[config.mk]
export PLATFORM = sky130hd
export DESIGN_NAME = defaulting_channel_bank
export DESIGN_NICKNAME = d
export VERILOG_FILES = /design/src/rtl/defaulting_channel_bank_pkg.sv /design/src/rtl/defaulting_channel_bank_channel.sv /design/src/rtl/defaulting_channel_bank.sv
export SDC_FILE = /design/constraint.sdc
export NUM_CORES = 1
export LEC_CHECK = 0
export ABC_AREA = 1
export BUFFER_PORTS_ARGS = -buffer_cell sky130_fd_sc_hd__buf_2
export CAP_MARGIN = 5
export CORE_AREA = 2 2 81 83
export DETAILED_ROUTE_END_ITERATION = 12
export DIE_AREA = 0 0 83 85
export MAX_ROUTING_LAYER = met4
export PLACE_DENSITY = 0.79
export SYNTH_ARGS = -nofsm -noshare
export SYNTH_HDL_FRONTEND = slang
export SYNTH_HIERARCHICAL = 1
export SYNTH_SLANG_ARGS = --single-unit
[constraint.sdc]
create_clock -name clk -period 1.19 [get_ports clk]
set_clock_uncertainty 0.2 [all_clocks]
set_input_delay 0.238 -clock clk [delete_from_list [all_inputs] [get_ports clk]]
set_output_delay 0.238 -clock clk [all_outputs]
set_load 0.005 [all_outputs]
[src/rtl/defaulting_channel_bank_pkg.sv]
// Shared types and helpers for the defaulting channel bank.
// Channel FSM encoding plus the idle-counter width calculation.
package defaulting_channel_bank_pkg;

  typedef enum logic {
    DFLT = 1'b0,
    LIVE = 1'b1
  } chan_state_t;

  // A TIMEOUT of 0 still needs a 1-bit counter so the port widths stay legal.
  function automatic int unsigned cnt_width(input int unsigned timeout);
    return (timeout == 0) ? 1 : $clog2(timeout + 1);
  endfunction

endpackage

[src/rtl/defaulting_channel_bank_channel.sv]
// One channel: holds the last sampled value and reverts to a default after idling.
// Optional timeout event counter is enabled by DEFAULTING_CHANNEL_BANK_EVENT_COUNT_EN.
module defaulting_channel
  import defaulting_channel_bank_pkg::*;
#(
  parameter int unsigned WIDTH         = 8,
  parameter int unsigned DEFAULT_VALUE = 123,
  parameter int unsigned TIMEOUT       = 15
) (
  input  logic             clk,
  input  logic             rst,
  input  logic             clr,
  input  logic [WIDTH-1:0] in_data,
  input  logic             in_valid,
  output logic [WIDTH-1:0] out_data,
  output logic             out_live,
`ifdef DEFAULTING_CHANNEL_BANK_EVENT_COUNT_EN
  output logic [7:0]       timeout_count,
`endif
  output logic             timeout_pulse
);

  localparam int unsigned    CW   = cnt_width(TIMEOUT);
  localparam logic [WIDTH-1:0] DV = WIDTH'(DEFAULT_VALUE);
  localparam logic [CW-1:0]  LAST = CW'((TIMEOUT == 0) ? 0 : TIMEOUT - 1);

  chan_state_t      state_q, state_n;
  logic [WIDTH-1:0] data_q, data_n;
  logic [CW-1:0]    cnt_q, cnt_n;
  logic             pulse_q, pulse_n;

  always_ff @(posedge clk or posedge rst) begin
    if (rst) begin
      state_q <= DFLT;
      data_q  <= DV;
      cnt_q   <= '0;
      pulse_q <= 1'b0;
    end else begin
      state_q <= state_n;
      data_q  <= data_n;
      cnt_q   <= cnt_n;
      pulse_q <= pulse_n;
    end
  end

  // Priority: clr, then a fresh sample, then idle ageing of a live channel.
  always_comb begin
    state_n = state_q;
    data_n  = data_q;
    cnt_n   = cnt_q;
    pulse_n = 1'b0;
    if (clr) begin
      state_n = DFLT;
      data_n  = DV;
      cnt_n   = '0;
    end else if (in_valid) begin
      state_n = LIVE;
      data_n  = in_data;
      cnt_n   = '0;
    end else if (state_q == LIVE && TIMEOUT != 0) begin
      if (cnt_q == LAST) begin
        state_n = DFLT;
        data_n  = DV;
        cnt_n   = '0;
        pulse_n = 1'b1;
      end else begin
        cnt_n = cnt_q + CW'(1);
      end
    end
  end

  assign out_data      = data_q;
  assign out_live      = (state_q == LIVE);
  assign timeout_pulse = pulse_q;

`ifdef DEFAULTING_CHANNEL_BANK_EVENT_COUNT_EN
  logic [7:0] evt_q;

  always_ff @(posedge clk or posedge rst) begin
    if (rst) begin
      evt_q <= '0;
    end else if (clr) begin
      evt_q <= '0;
    end else if (pulse_n && evt_q != '1) begin
      evt_q <= evt_q + 8'd1;
    end
  end

  assign timeout_count = evt_q;
`endif

endmodule

[src/rtl/defaulting_channel_bank.sv]
// Bank of independent defaulting channels; packs per-channel ports into flat buses.
// Define DEFAULTING_CHANNEL_BANK_EVENT_COUNT_EN to expose per-channel timeout counts.
module defaulting_channel_bank
  import defaulting_channel_bank_pkg::*;
#(
  parameter int unsigned WIDTH         = 8,
  parameter int unsigned CHANNELS      = 4,
  parameter int unsigned DEFAULT_VALUE = 123,
  parameter int unsigned TIMEOUT       = 15
) (
  input  logic                      clk,
  input  logic                      rst,
  input  logic                      clr,
  input  logic [CHANNELS*WIDTH-1:0] in_data,
  input  logic [CHANNELS-1:0]       in_valid,
  output logic [CHANNELS*WIDTH-1:0] out_data,
  output logic [CHANNELS-1:0]       out_live,
`ifdef DEFAULTING_CHANNEL_BANK_EVENT_COUNT_EN
  output logic [CHANNELS*8-1:0]     timeout_count,
`endif
  output logic [CHANNELS-1:0]       timeout_pulse
);

  for (genvar g = 0; g < CHANNELS; g++) begin : g_chan
    defaulting_channel #(
      .WIDTH         (WIDTH),
      .DEFAULT_VALUE (DEFAULT_VALUE),
      .TIMEOUT       (TIMEOUT)
    ) u_chan (
      .clk           (clk),
      .rst           (rst),
      .clr           (clr),
      .in_data       (in_data[g*WIDTH +: WIDTH]),
      .in_valid      (in_valid[g]),
      .out_data      (out_data[g*WIDTH +: WIDTH]),
      .out_live      (out_live[g]),
`ifdef DEFAULTING_CHANNEL_BANK_EVENT_COUNT_EN
      .timeout_count (timeout_count[g*8 +: 8]),
`endif
      .timeout_pulse (timeout_pulse[g])
    );
  end

endmodule

==> impl_metrics.tcl, run 1 <==
set metrics [dict create \
    highest_layer "met4" \
    routed_via_density 4.875 \
    total_power_w 0.004436 \
    crit_arrival_ps 990 \
    initial_core_util 0.4509 \
    hpwl_um 4349 \
    drc 0 \
    status "finished with violations" \
    setup_viol 95 \
    cts_tree "yes" \
    cts_buffer_depth 2 \
    area_growth_pct 57.07 \
    gp_congestion 0.8153 \
    slowest_stage "dfstp_2" \
    finalHoldViolations 1 \
    regToRegStartpoint "g_chan[2].u_chan/cnt_q[0]" \
    pin_count 79 \
    numCtsBuffers 5 \
    portBuffers 78 \
    cp-start-kind "register" \
    ys_warn_count 6 \
    insertion_delay_ps 310 \
    clock_sinks 56 \
    max_slew_margin 0.6499 \
    postLayoutCellArea_um2 4394 \
    timing.final.crit_period_ps 1432 \
    fin_crit_sh 1.203 \
    seq_area_um2 1433 \
    violations "hold timing, setup timing" \
    path_delay_family "flip-flops" \
    placed_area_um2 3390 \
    die_height_um 85 \
    crit_required_ps 750 \
    grt_pass1_wl_um 11280 \
    path_buf_inv 1 \
    wl_met3_um 294 \
    syn-instance-count 344 \
    crit_path_max_fanout 2 \
    globalRouteOverflowTotal 0 \
    leakage_nw 2.255 \
    worst_pin_slew_ps 525.1 \
    htreeDepth 2 \
    nets 539 \
    crit_path_cell_trace "buf_2" \
    endpoint_kind "primary output" \
    grt_max_degree 18 \
    reg2reg_slack_ps -190 \
    powerDensity_nw_per_um2 1010 \
    dp_slack_ps -190.9 \
    cp.depth 1 \
    synth_area_per_cell_um2 8.133 \
    rsz0062_at_grt "true" \
    std_cell_rows 29 \
    core_area_um2 6205 \
    wl_met1_um 2850 \
    wl_um 7688 \
    wl_per_cell_um 13.49 \
    route.met2.wl_um 4396 \
    ys_ff_latch 56 \
    crit_end "out_data[4]" \
    fp.dieW_um 83 \
    grt_usage 0.1998 \
    drt_iter0_drc 107 \
    clk_pin_slew_ps 110 \
    clockRootBuffer "clkbuf_8" \
    antennaDiodeCount 0 \
    crit_type "register to primary output" \
    crit_start "g_chan[0].u_chan/out_data[4]" \
    multiInputGateArea_um2 1545 \
    setup_slack_ps -242.0 \
    hp-class "primary input to register" \
    syn-num-nets 391 \
    vias 2779 \
    nFillCells 399 \
    layout-drive-gt1-share 0.4868 \
    die_area_um2 7055 \
    first_global_vias 2586 \
    antenna_found_initial 0 \
    crit_path_max_incr_delay_ps 560 \
    rr_worst_depth 6 \
    drv_cap 0 \
    vdd_ir_drop_max_mv 0.5676 \
    hp-start "in_data[8]" \
    timing.rr.end "g_chan[2].u_chan/out_data[6]" \
    max_clock_freq_mhz 698.3 \
    slew_violations 0 \
    yosysSeqAreaShare 0.5116 \
    synth_area_um2 2798 \
    hold_ws_ps -7.561 \
    synth_cell_type_count 16 \
    dr.pass1.iters 4 \
    antenna_left 0 \
]
[cells in the mapped netlist]
master / count / share of area
nand3_2: 4 / 0.014
o21ai_1: 12 / 0.021
nand2_1: 156 / 0.21
a21oi_1: 4 / 0.0072
nor2_4: 8 / 0.032
nand2_2: 12 / 0.027
dfstp_2: 24 / 0.23
nand2_4: 4 / 0.016
xnor2_1: 4 / 0.013
inv_1: 48 / 0.064
nand3_1: 8 / 0.014
ha_1: 8 / 0.036
nor2_1: 8 / 0.011
inv_2: 4 / 0.0054
nand4_1: 8 / 0.018
dfrtp_1: 32 / 0.29
[power by group]
group / total, W / internal [W] / switching [W]
combinational: 0.000835 / 0.000389 / 0.000446
sequential: 0.00213 / 0.00206 / 0.0000653
clock: 0.00148 / 0.000842 / 0.000634
total: 0.00444 / 0.00329 / 0.00115
[per-layer routing]
layer	up-vias	global-route usage
li1	1339	-
met4	0	0.06259
met2	78	0.3526
met3	16	0.03891
met1	1346	0.2308
met5	-	-
[kinds of logic after synthesis]
family	synth area share
AND/OR/NAND/NOR	0.3417
buffers and inverters	0.06976
flip-flops	0.5116
AO/OA/AOI/OAI	0.02862
XOR/XNOR	0.01252
adder cells (fa/ha/maj)	0.03578
[registers in the layout, indices dropped and copies added (netlist names)]
signal and cells:
g_chan.u_chan/cnt_q 16, g_chan.u_chan/timeout_pulse 4, g_chan.u_chan/out_live 4, g_chan.u_chan/out_data 32
[worst min-delay path by stage]
stage	endpoint	cells after the start	slack (ps)
after floorplan	g_chan[0].u_chan/cnt_q[0]	1	-80
after CTS	g_chan[1].u_chan/out_data[0]	5	2
after detailed placement	g_chan[0].u_chan/cnt_q[2]	3	90
after global placement	g_chan[0].u_chan/cnt_q[2]	3	80
final	g_chan[1].u_chan/out_data[0]	5	-8
after global routing	g_chan[2].u_chan/out_data[0]	5	6
[cells in the final DEF (no fill, tap or decap), types with 11 or more instances in the layout]
master         instances
dfrtp_1               31
nand2_2               21
dlygate4sd3_1         21
buf_6                 13
nand2_1              137
inv_1                 44
o21ai_2               11
buf_4                 33
buf_2                 73
dfstp_2               24
[worst register-to-register path, cell delays in order, from the launching register on]
cell	delay, ps
dfrtp_1	410
inv_2	80
ha_4	150
nand4_1	160
nand2_2	160
nand2_1	90
nand2_1	70
[metrics by stage]
step	std cells	utilization	setup TNS, ps	hold WS [ps]
2_1_floorplan	344	-	-2806	-77.07
3_3_place_gp	513	0.5463	-6498	82.66
3_5_place_dp	513	0.5463	-7519	87.46
4_1_cts	559	0.6493	-13090	1.837
5_1_grt	570	0.7082	-19010	5.769
6_report	570	0.7082	-13760	-7.561
[cell type report]
class,count,area share
Clock buffer,6,0.01651
Inverter,52,0.04499
Tap cell,77,0.02192
Timing Repair Buffer,141,0.2252
Multi-Input combinational cell,236,0.3517
Sequential cell,56,0.3260
Clock inverter,2,0.01367
[timing repair]
item / in CTS / in global routing
setup buffers: 17 / 13
endpoints found under the setup margin: 94 / 96
cloned: 0 / 0
hold buffers: 21 / 0
hold endpoints to repair: 76 / 0
resized for setup: 39 / 61
pin swaps: 15 / 35
(Power assumes the default switching activity.)
==> inputs of run 2 (changes only) <==
--- a/config.mk
+++ b/config.mk
@@ -6,11 +6,12 @@
 export NUM_CORES = 1
 export LEC_CHECK = 0
 export ABC_AREA = 1
+export ABC_CLOCK_PERIOD_IN_PS = 1190
 export BUFFER_PORTS_ARGS = -buffer_cell sky130_fd_sc_hd__buf_2
 export CAP_MARGIN = 5
-export CORE_AREA = 2 2 81 83
+export CORE_AREA = 3 3 82 84
 export DETAILED_ROUTE_END_ITERATION = 12
-export DIE_AREA = 0 0 83 85
+export DIE_AREA = 0 0 85 87
 export MAX_ROUTING_LAYER = met4
 export PLACE_DENSITY = 0.79
 export SYNTH_ARGS = -nofsm -noshare
==> run 2 against run 1 <==
The run ends with setup timing left. Sequential cell count did not move. Critical path type unchanged. Global-route usage fell by 0.44 points. First-iteration DRC count fell by 39%. Largest power group unchanged.
==> impl_metrics.tcl, run 2 (synthesis results as in run 1) <==
set metrics [dict create \
    met2_usage 0.3510 \
    setup_viol 95 \
    swShare 0.2704 \
    initial_core_util 0.4670 \
    grt_max_degree 16 \
    wl_um 7222 \
    max_slew_margin 0.6438 \
    largest_reg_flops 32 \
    fp.dieW_um 85 \
    setup_slack_ps -215.6 \
    std_cell_rows 28 \
    wl_per_cell_um 12.87 \
    pin_count 79 \
    fin_crit_sh 1.181 \
    cp-start-kind "register" \
    leakage_nw 2.206 \
    grt_pass1_wl_um 11390 \
    slew_violations 0 \
    antenna_found_initial 0 \
    gr-usage-met1 0.2214 \
    grt_usage 0.1954 \
    htreeDepth 2 \
    placed_area_um2 3379 \
    path_buf_inv 1 \
    mostFrequentLayoutCell "nand2_1" \
    crit_path_max_fanout 2 \
    clock_power_share 0.267 \
    area_growth_pct 53.71 \
    antenna_left 0 \
    drt_iter0_drc 65 \
    dr.pass1.iters 4 \
    cts_buffer_depth 2 \
    clock_sinks 56 \
    clockRootBuffer "clkbuf_8" \
    first_global_vias 2647 \
    violations "setup timing" \
    status "finished with violations" \
    die_height_um 87 \
    worst_pin_slew_ps 534.4 \
    endpoint_kind "primary output" \
    antennaDiodeCount 0 \
    globalRouteOverflowTotal 0 \
    layout-drive-gt1-share 0.4774 \
    hp-class "primary input to register" \
    nets 532 \
    cts_tree "yes" \
    gp_congestion 0.8339 \
    seq_power_share 0.530 \
    rsz0062_at_grt "true" \
    grt.busiest_layer "met2" \
    clk_pin_slew_ps 90 \
    core_area_um2 5991 \
    portBuffers 78 \
    crit_path_max_incr_delay_ps 570 \
    layout_common_cells "nand2_1 (141), buf_2 (65), inv_1 (46)" \
    power_frac_comb 0.203 \
    timing.final.crit_period_ps 1406 \
    die_area_um2 7395 \
    crit_arrival_ps 970 \
    internal-power_w 0.002933 \
    max_clock_freq_mhz 711.4 \
    grt_use_met3 0.04068 \
    hold_ws_ps 7.601 \
    crit_required_ps 750 \
    routed_via_density 4.754 \
    path_delay_family "flip-flops" \
    insertion_delay_ps 300 \
    vias 2667 \
    finalHoldViolations 0 \
    hpwl_um 4366 \
    power.switching_w 0.001087 \
    numCtsBuffers 5 \
    drc 0 \
    drv_cap 0 \
    postLayoutCellArea_um2 4300 \
    slowest_stage "dfstp_2" \
    vdd_ir_drop_max_mv 0.7939 \
    dp_slack_ps -184.4 \
    powerDensity_nw_per_um2 934.9 \
    crit_path_cell_trace "buf_6" \
    crit_type "register to primary output" \
]
[run 2: cell count changes in the layout (fill, tap and decap cells not counted), sizes merged]
cell         before  now
buf             120  117
bufinv            2    0
clkbuf            6    8
dlygate4sd3      21   17
[run 2: cell type report]
cell class	count	area, um^2
inverters	52	195.2
well taps	75	93.84
repair buffers	134	960.9
fillers	438	1690
multi-input cells	236	1526
clock buffers	8	90.09
flip-flops and latches	56	1434
[run 2: metal layers]
| metal | wire length [um] | vias up |
|---|---|---|
| met3 | 429 | 13 |
| met5 | 0 | - |
| met2 | 3775 | 96 |
| met1 | 2878 | 1238 |
| li1 | - | 1320 |
| met4 | 140 | 0 |
[run 2: stage by stage]
| stage | total power [W] | utilization | instances | setup TNS (ps) |
|---|---|---|---|---|
| after floorplan | 0.002447 | - | 344 | -2806 |
| after global placement | 0.002699 | 0.5641 | 510 | -6030 |
| after detailed placement | 0.002718 | 0.5641 | 510 | -7524 |
| after CTS | 0.003929 | 0.6594 | 557 | -11740 |
| after global routing | 0.004218 | 0.7178 | 561 | -17720 |
| final | 0.004020 | 0.7178 | 561 | -12810 |
[run 2: worst paths after layout]
kind | start | end | slack (ps) | cells after the start
max in group asynchronous | rst | g_chan[0].u_chan/cnt_q[2] | 100 | 4
setup reg to reg | g_chan[2].u_chan/cnt_q[0] | g_chan[2].u_chan/out_data[7] | -200 | 7
min in group asynchronous | rst | g_chan[0].u_chan/out_data[2] | 280 | 3
hold reg to reg | g_chan[1].u_chan/out_data[0] | g_chan[1].u_chan/out_data[0] | 270 | 2
hold / removal | in_data[8] | g_chan[1].u_chan/out_data[0] | 8 | 5
setup / recovery | g_chan[2].u_chan/out_data[3] | out_data[19] | -220 | 1
[run 2: what timing repair did]
| item | 4_1_cts | 5_1_grt |
|---|---|---|
| gates resized for setup | 34 | 65 |
| buffers inserted | 22 | 6 |
| endpoints found under the hold margin | 61 | 0 |
| endpoints found under the setup margin | 95 | 96 |
| pin swaps | 12 | 23 |
| gates cloned | 0 | 0 |
| hold buffers | 17 | 0 |
[run 2: power by group through the flow]
| stage | Sequential (W) | Combinational [W] | Clock (W) |
|---|---|---|---|
| after global routing | 0.00215 | 0.000906 | 0.00117 |
| after floorplan | 0.00217 | 0.000282 | 0 |
| after detailed placement | 0.00216 | 0.000561 | 0 |
| after CTS | 0.00212 | 0.000708 | 0.00111 |
| after global placement | 0.00216 | 0.000542 | 0 |
| final | 0.00213 | 0.000816 | 0.00107 |
==> inputs of run 3 (changes only) <==
--- a/config.mk
+++ b/config.mk
@@ -5,15 +5,14 @@
 export SDC_FILE = /design/constraint.sdc
 export NUM_CORES = 1
 export LEC_CHECK = 0
-export ABC_AREA = 1
 export ABC_CLOCK_PERIOD_IN_PS = 1190
 export BUFFER_PORTS_ARGS = -buffer_cell sky130_fd_sc_hd__buf_2
 export CAP_MARGIN = 5
-export CORE_AREA = 3 3 82 84
+export CORE_AREA = 3 3 79 81
 export DETAILED_ROUTE_END_ITERATION = 12
-export DIE_AREA = 0 0 85 87
+export DIE_AREA = 0 0 82 84
 export MAX_ROUTING_LAYER = met4
-export PLACE_DENSITY = 0.79
+export PLACE_DENSITY = 0.81
 export SYNTH_ARGS = -nofsm -noshare
 export SYNTH_HDL_FRONTEND = slang
 export SYNTH_HIERARCHICAL = 1
==> run 3 against run 2 <==
The flow still finishes with violations (setup timing). Die area is 6.9% lower. Cell count is 20% lower. Non-clock buffer count is 30 higher. Total power is 3.1% lower. Utilization is 5.7 points higher. Critical path depth stayed put. Setup slack worse by 5.3 ps. First-iteration DRC count is 14% higher. Sequential power is 2% lower. Area after synthesis is 12% lower. Via count is 9.6% lower. Routed wire length is 2.8% higher. Critical path type unchanged. Largest power group unchanged.
==> impl_metrics.tcl, run 3 <==
set metrics [dict create \
    status "finished with violations" \
    violations "setup timing" \
    placed_area_um2 3218 \
    nFillCells 337 \
    synthMostInstantiatedCell "dfrtp_1" \
    die_height_um 84 \
    numCtsBuffers 5 \
    power_frac_comb 0.186 \
    antenna_left 0 \
    timing.final.crit_period_ps 1411 \
    ys_ff_latch 56 \
    globalRouteOverflowTotal 0 \
    antenna_found_initial 0 \
    clk_pin_slew_ps 90 \
    initial_core_util 0.4453 \
    routed_via_density 5.394 \
    drc 0 \
    vdd_ir_drop_max_mv 1.168 \
    fin_crit_sh 1.186 \
    path_buf_inv 1 \
    synth.area.top_cells "dfrtp_1 (32%), dfstp_2 (26%), o22a_1 (8.5%)" \
    syn-instance-count 204 \
    ys_warn_count 6 \
    path_delay_family "flip-flops" \
    cp-start-kind "register" \
    setup_viol 96 \
    worst_pin_slew_ps 337.0 \
    htreeDepth 2 \
    slowest_stage "dfstp_2" \
    synth_top_flop_cell "dfrtp_1" \
    syn-num-nets 251 \
    mostFrequentLayoutCell "buf_2" \
    layout_common_cells "buf_2 (62), buf_4 (43), dlygate4sd3_1 (33)" \
    pin_count 79 \
    fin_setup_tns_ps -11430 \
    setup_slack_ps -220.9 \
    seq_power_share 0.535 \
    wl_um 7422 \
    first_global_vias 2469 \
    hpwl_um 4331 \
    nets 422 \
    crit_type "register to primary output" \
    synth_area_um2 2467 \
    yosysSeqAreaShare 0.5801 \
    grt_max_degree 16 \
    grt_usage 0.2150 \
    drt_iter0_drc 74 \
    drv_cap 0 \
    max_slew_margin 0.7741 \
    endpoint_kind "primary output" \
    crit_path_max_fanout 2 \
    power.switching_w 0.0009523 \
    clock_power_share 0.279 \
    wl_per_cell_um 16.60 \
    hp-class "primary input to register" \
    synth_area_per_cell_um2 12.09 \
    portBuffers 78 \
    clockRootBuffer "clkbuf_8" \
    crit_arrival_ps 970 \
    die_area_um2 6888 \
    cts_tree "yes" \
    insertion_delay_ps 300 \
    vias 2411 \
    largest_reg_flops 32 \
    crit_required_ps 750 \
    max_clock_freq_mhz 708.8 \
    dr.pass1.iters 4 \
    yosysTopAreaCell "dfrtp_1" \
    rsz0062_at_grt "true" \
    std_cell_rows 27 \
    gp_congestion 0.8281 \
    crit_path_max_incr_delay_ps 570 \
    area_growth_pct 73.99 \
    core_area_um2 5540 \
    internal-power_w 0.002945 \
    leakage_nw 1.880 \
    slew_violations 0 \
    layout-drive-gt1-share 0.6053 \
    powerDensity_nw_per_um2 907.9 \
    synth-edff-count 0 \
    crit_path_cell_trace "buf_6" \
    async_reset_ff_frac 1.000 \
    swShare 0.2443 \
    postLayoutCellArea_um2 4293 \
    synth_top_area_share 0.3245 \
    cts_buffer_depth 2 \
    netlist_top_cells_count "dfrtp_1 (32), dfstp_2 (24), o22a_1 (24)" \
    hold_ws_ps 7.836 \
    grt_pass1_wl_um 11320 \
    clock_sinks 56 \
    finalHoldViolations 0 \
    synth_cell_type_count 23 \
    antennaDiodeCount 0 \
    fp.dieW_um 82 \
]
## run 3: final cells by class
type,count,area [um^2],share of cell area
inverter,12,45.04,0.01049
multi-input combinational,136,1353,0.3151
clock buffer,7,96.34,0.02244
tap,72,90.09,0.02099
timing repair buffer,164,1265,0.2947
sequential,56,1444,0.3363
## run 3: what timing repair did
action	4_1_cts	5_1_grt
gates resized for setup	54	35
setup endpoints to repair	96	96
pin swaps	47	13
hold buffers	33	0
hold endpoints to repair	83	0
buffers inserted	20	10
## run 3: cell families (layout without fill, tap and decap cells)
| group | Yosys count | count (layout) | share of synthesized area |
|---|---|---|---|
| flip-flops | 56 | 56 | 0.5801 |
| buffers and inverters | 12 | 183 | 0.01825 |
| AO/OA/AOI/OAI | 56 | 56 | 0.1744 |
| adder cells (fa/ha/maj) | 8 | 8 | 0.04057 |
| AND/OR/NAND/NOR | 72 | 72 | 0.1866 |
## run 3: worst paths after layout
| kind | from | end | slack [ps] | cells after the start |
|---|---|---|---|---|
| max | g_chan[0].u_chan/out_data[4] | out_data[4] | -220 | 1 |
| min | in_data[3] | g_chan[0].u_chan/out_data[3] | 8 | 2 |
| max reg2reg | g_chan[2].u_chan/cnt_q[1] | g_chan[2].u_chan/cnt_q[3] | -190 | 4 |
| min reg2reg | g_chan[2].u_chan/out_data[6] | g_chan[2].u_chan/out_data[6] | 340 | 1 |
| max in group asynchronous | rst | g_chan[1].u_chan/cnt_q[1] | 130 | 4 |
| min in group asynchronous | rst | g_chan[1].u_chan/out_live | 250 | 3 |
## run 3: power groups by stage
| stage | Combinational [W] | Clock (W) | Sequential (W) |
|---|---|---|---|
| 2_1_floorplan | 0.000176 | 0 | 0.00212 |
| 3_3_place_gp | 0.000447 | 0 | 0.00211 |
| 3_5_place_dp | 0.000458 | 0 | 0.00211 |
| 4_1_cts | 0.000648 | 0.00112 | 0.00207 |
| 5_1_grt | 0.000791 | 0.00119 | 0.00209 |
| 6_report | 0.000725 | 0.00109 | 0.00208 |
## run 3: per-stage QoR
step                      cells  utilization  power (W)  setup slack [ps]
after floorplan             204            -   0.002293            -110.6
after global placement      377       0.5808   0.002552            -130.2
after detailed placement    377       0.5808   0.002567            -187.5
after CTS                   437       0.7258   0.003835            -202.4
after global routing        447       0.7748   0.004075            -251.9
final                       447       0.7748   0.003897            -220.9
## run 3: per-layer routing
layer | vias to the layer above | track usage | routed length (um)
li1 | 1119 | - | -
met4 | 0 | 0.05589 | 245
met3 | 20 | 0.03564 | 364
met2 | 99 | 0.3777 | 4063
met1 | 1173 | 0.2500 | 2749
met5 | - | - | 0
